## src/rtl/clk_period_meter.sv

```systemverilog
// clk_period_meter: measures rise-to-rise period and rise-to-fall high time of a sampled signal in clock_in cycles.
// Optional macro CLK_PERIOD_METER_SYNC_EN inserts a 2-FF synchroniser ahead of the edge detector.
module clk_period_meter #(
    parameter int          WIDTH   = 32,
    parameter int unsigned TIMEOUT = 1000000
) (
    input  logic             clock_in,
    input  logic             reset,
    input  logic             enable,
    input  logic             sig_in,
    output logic [WIDTH-1:0] period,
    output logic [WIDTH-1:0] high_time,
    output logic             meas_valid,
    output logic [15:0]      meas_count,
    output logic             stalled
);
    typedef enum logic [1:0] {IDLE, MEAS_HI, MEAS_LO, STALL} state_t;

    localparam logic [WIDTH-1:0] CNT_MAX     = {WIDTH{1'b1}};
    localparam logic [WIDTH-1:0] CNT_TIMEOUT = WIDTH'(TIMEOUT);

    state_t           r_state;
    state_t           w_state_nxt;
    logic             w_sig_src;
    logic             r_sig;
    logic             r_sig_d;
    logic             w_rise;
    logic             w_fall;
    logic             w_timeout;
    logic             w_publish;
    logic             w_latch_hi;
    logic [WIDTH-1:0] r_cnt;
    logic [WIDTH-1:0] w_cnt_nxt;
    logic [WIDTH-1:0] r_hi_latch;
    logic [WIDTH-1:0] r_period;
    logic [WIDTH-1:0] r_high;
    logic             r_valid;
    logic [15:0]      r_count;

`ifdef CLK_PERIOD_METER_SYNC_EN
    logic r_sync1;
    logic r_sync2;

    always_ff @(posedge clock_in) begin
        if (reset) begin
            r_sync1 <= 1'b0;
            r_sync2 <= 1'b0;
        end else begin
            r_sync1 <= sig_in;
            r_sync2 <= r_sync1;
        end
    end

    assign w_sig_src = r_sync2;
`else
    assign w_sig_src = sig_in;
`endif

    // Sampling flops keep running while disabled so edges stay coherent on re-enable.
    always_ff @(posedge clock_in) begin
        if (reset) begin
            r_sig   <= 1'b0;
            r_sig_d <= 1'b0;
        end else begin
            r_sig   <= w_sig_src;
            r_sig_d <= r_sig;
        end
    end

    assign w_rise    = r_sig & ~r_sig_d;
    assign w_fall    = ~r_sig & r_sig_d;
    assign w_timeout = (r_cnt == CNT_TIMEOUT);

    always_ff @(posedge clock_in) begin
        if (reset) begin
            r_state <= IDLE;
        end else begin
            r_state <= w_state_nxt;
        end
    end

    always_comb begin
        w_state_nxt = r_state;
        w_publish   = 1'b0;
        w_latch_hi  = 1'b0;
        case (r_state)
            IDLE: begin
                if (w_rise) w_state_nxt = MEAS_HI;
            end
            MEAS_HI: begin
                if (w_fall) begin
                    w_latch_hi  = 1'b1;
                    w_state_nxt = MEAS_LO;
                end else if (w_timeout) begin
                    w_state_nxt = STALL;
                end
            end
            MEAS_LO: begin
                if (w_rise) begin
                    w_publish   = 1'b1;
                    w_state_nxt = MEAS_HI;
                end else if (w_timeout) begin
                    w_state_nxt = STALL;
                end
            end
            STALL: begin
                // The period that ends a stall is incomplete, so it is never published.
                if (w_rise) w_state_nxt = MEAS_HI;
            end
            default: w_state_nxt = IDLE;
        endcase
        if (!enable) begin
            w_state_nxt = IDLE;
            w_publish   = 1'b0;
            w_latch_hi  = 1'b0;
        end
    end

    always_comb begin
        w_cnt_nxt = '0;
        if (enable) begin
            if (w_rise) begin
                w_cnt_nxt = WIDTH'(1);
            end else if (r_state == MEAS_HI || r_state == MEAS_LO) begin
                w_cnt_nxt = (r_cnt == CNT_MAX) ? CNT_MAX : r_cnt + WIDTH'(1);
            end
        end
    end

    always_ff @(posedge clock_in) begin
        if (reset) begin
            r_cnt      <= '0;
            r_hi_latch <= '0;
            r_period   <= '0;
            r_high     <= '0;
            r_valid    <= 1'b0;
            r_count    <= '0;
        end else begin
            r_cnt   <= w_cnt_nxt;
            r_valid <= w_publish;
            if (w_latch_hi) r_hi_latch <= r_cnt;
            if (w_publish) begin
                r_period <= r_cnt;
                r_high   <= r_hi_latch;
                r_count  <= r_count + 16'd1;
            end
        end
    end

    assign period     = r_period;
    assign high_time  = r_high;
    assign meas_valid = r_valid;
    assign meas_count = r_count;
    assign stalled    = (r_state == STALL);
endmodule

```

## config.mk

```make
export PLATFORM = sky130hd
export DESIGN_NAME = clk_period_meter
export DESIGN_NICKNAME = d
export VERILOG_FILES = /design/src/rtl/clk_period_meter.sv
export SDC_FILE = /design/constraint.sdc
export NUM_CORES = 1
export LEC_CHECK = 0
export CAP_MARGIN = 20
export CORE_UTILIZATION = 60
export DETAILED_ROUTE_END_ITERATION = 12
export DONT_BUFFER_PORTS = 1
export HOLD_SLACK_MARGIN = 0.03
export MAX_ROUTING_LAYER = met4
export PLACE_DENSITY = 0.83
export SLEW_MARGIN = 5
export SYNTH_ARGS = -nofsm -noshare
export SYNTH_HDL_FRONTEND = slang
export SYNTH_SLANG_ARGS = --single-unit
```

## constraint.sdc

```tcl
create_clock -name clock_in -period 6.4 [get_ports clock_in]
set_clock_uncertainty 0.05 [all_clocks]
set_input_delay 1.6 -clock clock_in [delete_from_list [all_inputs] [get_ports clock_in]]
set_output_delay 1.6 -clock clock_in [all_outputs]
set_load 0.05 [all_outputs]
```

==> impl_metrics.toml, run 1 <==
[worst_setup_path]
cp_data_required_time_ns = 4.75
path_delay_family = "adder cells"
start_kind = "flop"
crit_buf_inv = 0
critPathSlowestCell = "ha_1"
crit_chain = "ha_1"
cp-end-kind = "output port"
crit_arrival_ns = 1.48
crit_type = "flop to output port"
crit_cells = 1
reg2reg_to = "r_cnt[21]"
worstReg2RegStart = "r_cnt[0]"
r2r_setup_slack_ns = 3.99
reg2regPathDepth = 6
slowest_delay_ns = 0.53
critical_path.max_fanout = 6

[placement]
globalplace.congestion = 0.8692
dpl_cell_area_um2 = 5857
dpl.hpwl_mm = 8.269
port_buffers = 0
post-place-cells = 803

[flow_run]
cap_violations = 0

[worst_hold_path]
hold-path-cell-count = 2
hp-class = "flop to flop"
min_to = "high_time[20]"
min_from = "r_hi_latch[20]"

[yosys]
syn-num-nets = 735
ys_warn_count = 0
yosysTopAreaCell = "dfxtp_1"
syn_avg_cell_area_um2 = 8.103
yosys.cell_types.count = 41
synthArstFlopShare = 0
yosysTopAreaCellShare = 0.5084
syn-instance-count = 724
synth-seq-cells = 149
synth.top_cells.by_area = "dfxtp_1 (51%), nand2_1 (14%), a21oi_1 (11%)"
synth_area_um2 = 5867
synth-edff-count = 0
yosys_most_used_dff = "dfxtp_1"
yosysSeqAreaShare = 0.5084

[pwr]
p_int_w = 0.001565
vdd_drop_max_mv = 0.1920
power_switching_w = 0.0003856
p_seq_frac = 0.477
power_density_nw_per_um2 = 300.5
switching_share = 0.1977
p_leak_nw = 2.083
p_comb_frac = 0.005
clkPwrFrac = 0.518

[layout]
final_cell_mix = "nand2_1 (215), dfxtp_1 (149), a21oi_1 (126), nor2_1 (33), xor2_1 (22)"
final_area_um2 = 6491
drive_above_1_share = 0.06223
final_cells = 836
antenna_cells = 0
area_delta_synth_final_pct = 10.64
nNetsFinal = 706
final_common_cell = "nand2_1"

[die]
rows = 35
design.die.area_um2 = 10180
dieHeight_um = 100.9
core_area_um2 = 9371
io_pins = 86
die_width_um = 100.9
start_util = 0.6260

[cts]
cts_hold_buf = 0
clk_latency_ns = 0.52
clkSinkCount = 149
cts_resized = 0
cts_buffer_depth = 2
post_cts_buffers = 0
cts_buffers = 17
cts_tree = "done"
clk_pin_slew_worst_paths_ns = 0.06
cts_root_buf = "clkbuf_8"
cts_htree_levels = 4

[route]
routed_wl_mm = 12.92
vias = 4795
antenna_left = 0
firstDrtPassIters = 4
drc = 0
viasPerCell = 5.736
wire_per_inst_um = 15.46
drt_iter0_markers = 271

[global_routing]
antenna_found_initial = 0
grt_pass1_wl_mm = 21.26
grt_pass1_vias = 4388
grt_usage = 0.2737
grt-ovfl-total = 0
grt_max_degree = 116

[timing]
period_needed_ns = 3.127
hold_violations = 0
tns_ns = 0
finalSetupViolCount = 0
rsz0062_at_grt = "no"
period_share = 0.4886
maxSlewHeadroom = 0.2793
report.final.slew_viol_count = 0
whs_ns = 0.3969
fmax_mhz = 319.8
worst_pin_slew_ns = 1.081

[outcome]
status = "complete, no violations"
==> layout make-up <==
type,instances,area (um2)
flip-flops and latches,149,2983
fillers,733,2880
multi-input cells,514,2644
clock buffers,19,421.7
clock inverters,12,177.7
well taps,129,161.4
repair buffers,4,70.07
inverters,9,33.78
==> cells by family (layout without fill, tap and decap cells) <==
logic type	count (synthesis)	count (layout)	share of synthesized area
and+or+nand+nor	333	333	0.2574
DFF	149	149	0.5084
AOI/OAI and AO/OA	139	139	0.1256
buffers and inverters	61	44	0.04116
xor gates and xnor gates	34	34	0.05076
adders and majority gates	7	7	0.01493
muxes	1	1	0.001706
==> layer usage <==
layer | GRT usage | routed length, um | vias up
met5 | - | 0 | -
met4 | 0.1048 | 260 | 0
met3 | 0.07351 | 847 | 23
li1 | - | - | 2361
met1 | 0.3498 | 5740 | 2246
met2 | 0.4146 | 6072 | 165
==> sequential cells by signal, summed over array words and instances, names as in the netlist <==
| name | flops |
|---|---|
| meas_valid | 1 |
| r_state | 2 |
| high_time | 32 |
| period | 32 |
| r_hi_latch | 32 |
| r_sig | 1 |
| meas_count | 16 |
| r_cnt | 32 |
| r_sig_d | 1 |
==> synthesized netlist by cell type (5+ instances only) <==
cell,instances
nor3_1,6
nor2_1,33
nand2_1,215
dfxtp_1,149
nand3_1,16
and3_1,12
a21oi_1,126
xnor2_1,12
xor2_1,22
and4_1,6
nor4b_1,5
clkbuf_1,40
nor2b_1,5
nand4_1,12
inv_1,9
buf_2,7
ha_1,7
==> through the flow <==
stage	util	power, W	setup WS (ns)
after CTS	0.6889	0.001962	3.254
after global routing	0.6927	0.002006	3.217
after detailed placement	0.6250	0.0009604	2.845
final	0.6927	0.001951	3.273
after floorplan	-	0.0009669	3.592
after global placement	0.6220	0.0009589	2.900
==> worst max-delay path by stage <==
stage,startpoint,end
after global placement,enable,meas_count[6]
after floorplan,enable,period[20]
after global routing,r_state[0],stalled
after detailed placement,enable,meas_count[6]
after CTS,r_state[0],stalled
final,r_state[0],stalled
==> power by group through the flow <==
stage          registers [W]   logic [W]  clock network [W]
5_1_grt             0.000930   0.0000114            0.00106
6_report            0.000930  0.00000989            0.00101
3_5_place_dp        0.000951  0.00000948                  0
4_1_cts             0.000930  0.00000965            0.00102
3_3_place_gp        0.000951  0.00000820                  0
2_1_floorplan       0.000950   0.0000167                  0
No activity file was read; power rests on OpenSTA's default activity.
==> run 2: changes to the inputs <==
- clock period: 6.4 -> 3.2 ns (I/O delays scaled with it)
==> impl_metrics.toml, run 2 (synthesis gave the netlist of run 1 again) <==
[outcome]
status = "complete, no violations"

[layout]
final_util = 0.6985
drive_above_1_share = 0.07032
area_delta_synth_final_pct = 11.58
antenna_cells = 0
final_cell_mix = "nand2_1 (215), dfxtp_1 (149), a21oi_1 (126), nor2_1 (33), xor2_1 (22)"
fillCellCount = 745
nNetsFinal = 709
final_area_um2 = 6546
final_common_cell = "nand2_1"

[cts]
cts_hold_buf = 0
post_cts_buffers = 0
cts_buffers = 17
cts_tree = "done"
clkSinkCount = 149
cts_htree_levels = 4
cts_buffer_depth = 2
cts_resized = 0
clk_pin_slew_worst_paths_ns = 0.06
cts_root_buf = "clkbuf_8"
clk_latency_ns = 0.53

[pwr]
p_int_w = 0.003319
clkPwrFrac = 0.544
switching_share = 0.1952
power_density_nw_per_um2 = 630.0
vdd_drop_max_mv = 0.3557
p_comb_frac = 0.004
p_leak_nw = 2.114
p_seq_frac = 0.451
power_switching_w = 0.0008051

[placement]
dpl.hpwl_mm = 8.489
dpl_cell_area_um2 = 5874
port_buffers = 0
globalplace.congestion = 0.9475

[die]
rows = 35
design.die.area_um2 = 10180
io_pins = 86
start_util = 0.6260
die_width_um = 100.9
core_area_um2 = 9371
dieHeight_um = 100.9

[timing]
worst_pin_slew_ns = 0.9203
finalSetupViolCount = 0
fmax_mhz = 419.6
tns_ns = 0
maxSlewHeadroom = 0.3818
period_share = 0.7448
hold_violations = 0
period_needed_ns = 2.383
rsz0062_at_grt = "no"
report.final.slew_viol_count = 0

[flow_run]
cap_violations = 0

[route]
vias = 4873
antenna_left = 0
routed_wl_mm = 13.49
firstDrtPassIters = 5
viasPerCell = 5.801
wire_per_inst_um = 16.05
drc = 0
drt_iter0_markers = 378

[global_routing]
grt_usage = 0.2888
grt_max_degree = 116
grt_pass1_vias = 4570
grt-ovfl-total = 0
antenna_found_initial = 0
grt_pass1_wl_mm = 22.24

[worst_setup_path]
crit_arrival_ns = 2.77
cp_data_required_time_ns = 3.59
start_kind = "flop"
critical_path.max_fanout = 7
cp-end-kind = "flop"
crit_type = "flop to flop"

[worst_hold_path]
hp-class = "input port to flop"
run 2: worst max-delay path, cell delays in order, from the launching register on:
cell and delay [ns]:
dfxtp_1 0.45, ha_1 0.23, nand3_1 0.19, nor3_1 0.43
nand2_1 0.18, or4_1 0.54, a31oi_1 0.23
run 2: metal layers:
metal,track usage,vias to the layer above,wire length [um]
met5,-,-,0
met4,0.1048,0,286
met3,0.07351,33,1043
met2,0.4563,209,6350
met1,0.3581,2272,5805
li1,-,2359,-
run 2: path summary, 6_finish.rpt:
| kind | cells after the start | to | slack [ns] | startpoint |
|---|---|---|---|---|
| min | 1 | high_time[17] | 0.29 | reset |
| max reg2reg | 6 | r_cnt[0] | 0.82 | r_cnt[0] |
| max | 6 | r_cnt[0] | 0.82 | r_cnt[0] |
| min reg2reg | 2 | r_hi_latch[24] | 0.40 | r_hi_latch[24] |
run 2: stage by stage:
stage	total power [W]	hold slack [ns]	worst slack [ns]	instances
floorplan	0.001934	0.3822	1.179	724
global placement	0.001918	0.3858	1.088	808
detailed placement	0.001919	0.3896	0.9510	808
CTS	0.004146	0.2749	0.8375	840
global route	0.004234	0.2702	0.6422	840
finish	0.004124	0.2913	0.8166	840
run 2: cell type report:
class | count | area, um2 | share of cell area
Clock buffer | 18 | 427.9 | 0.06537
Clock inverter | 14 | 244.0 | 0.03727
Inverter | 9 | 33.78 | 0.005161
Multi-Input combinational cell | 514 | 2644 | 0.4039
Sequential cell | 149 | 2983 | 0.4557
Tap cell | 129 | 161.4 | 0.02466
Timing Repair Buffer | 7 | 52.55 | 0.008028
run 2: power groups by stage:
stage,sequential (W),combinational [W],clock [W]
4_1_cts,0.00186,0.0000180,0.00227
2_1_floorplan,0.00190,0.0000333,0
3_3_place_gp,0.00190,0.0000168,0
3_5_place_dp,0.00190,0.0000176,0
6_report,0.00186,0.0000180,0.00225
5_1_grt,0.00186,0.0000204,0.00235
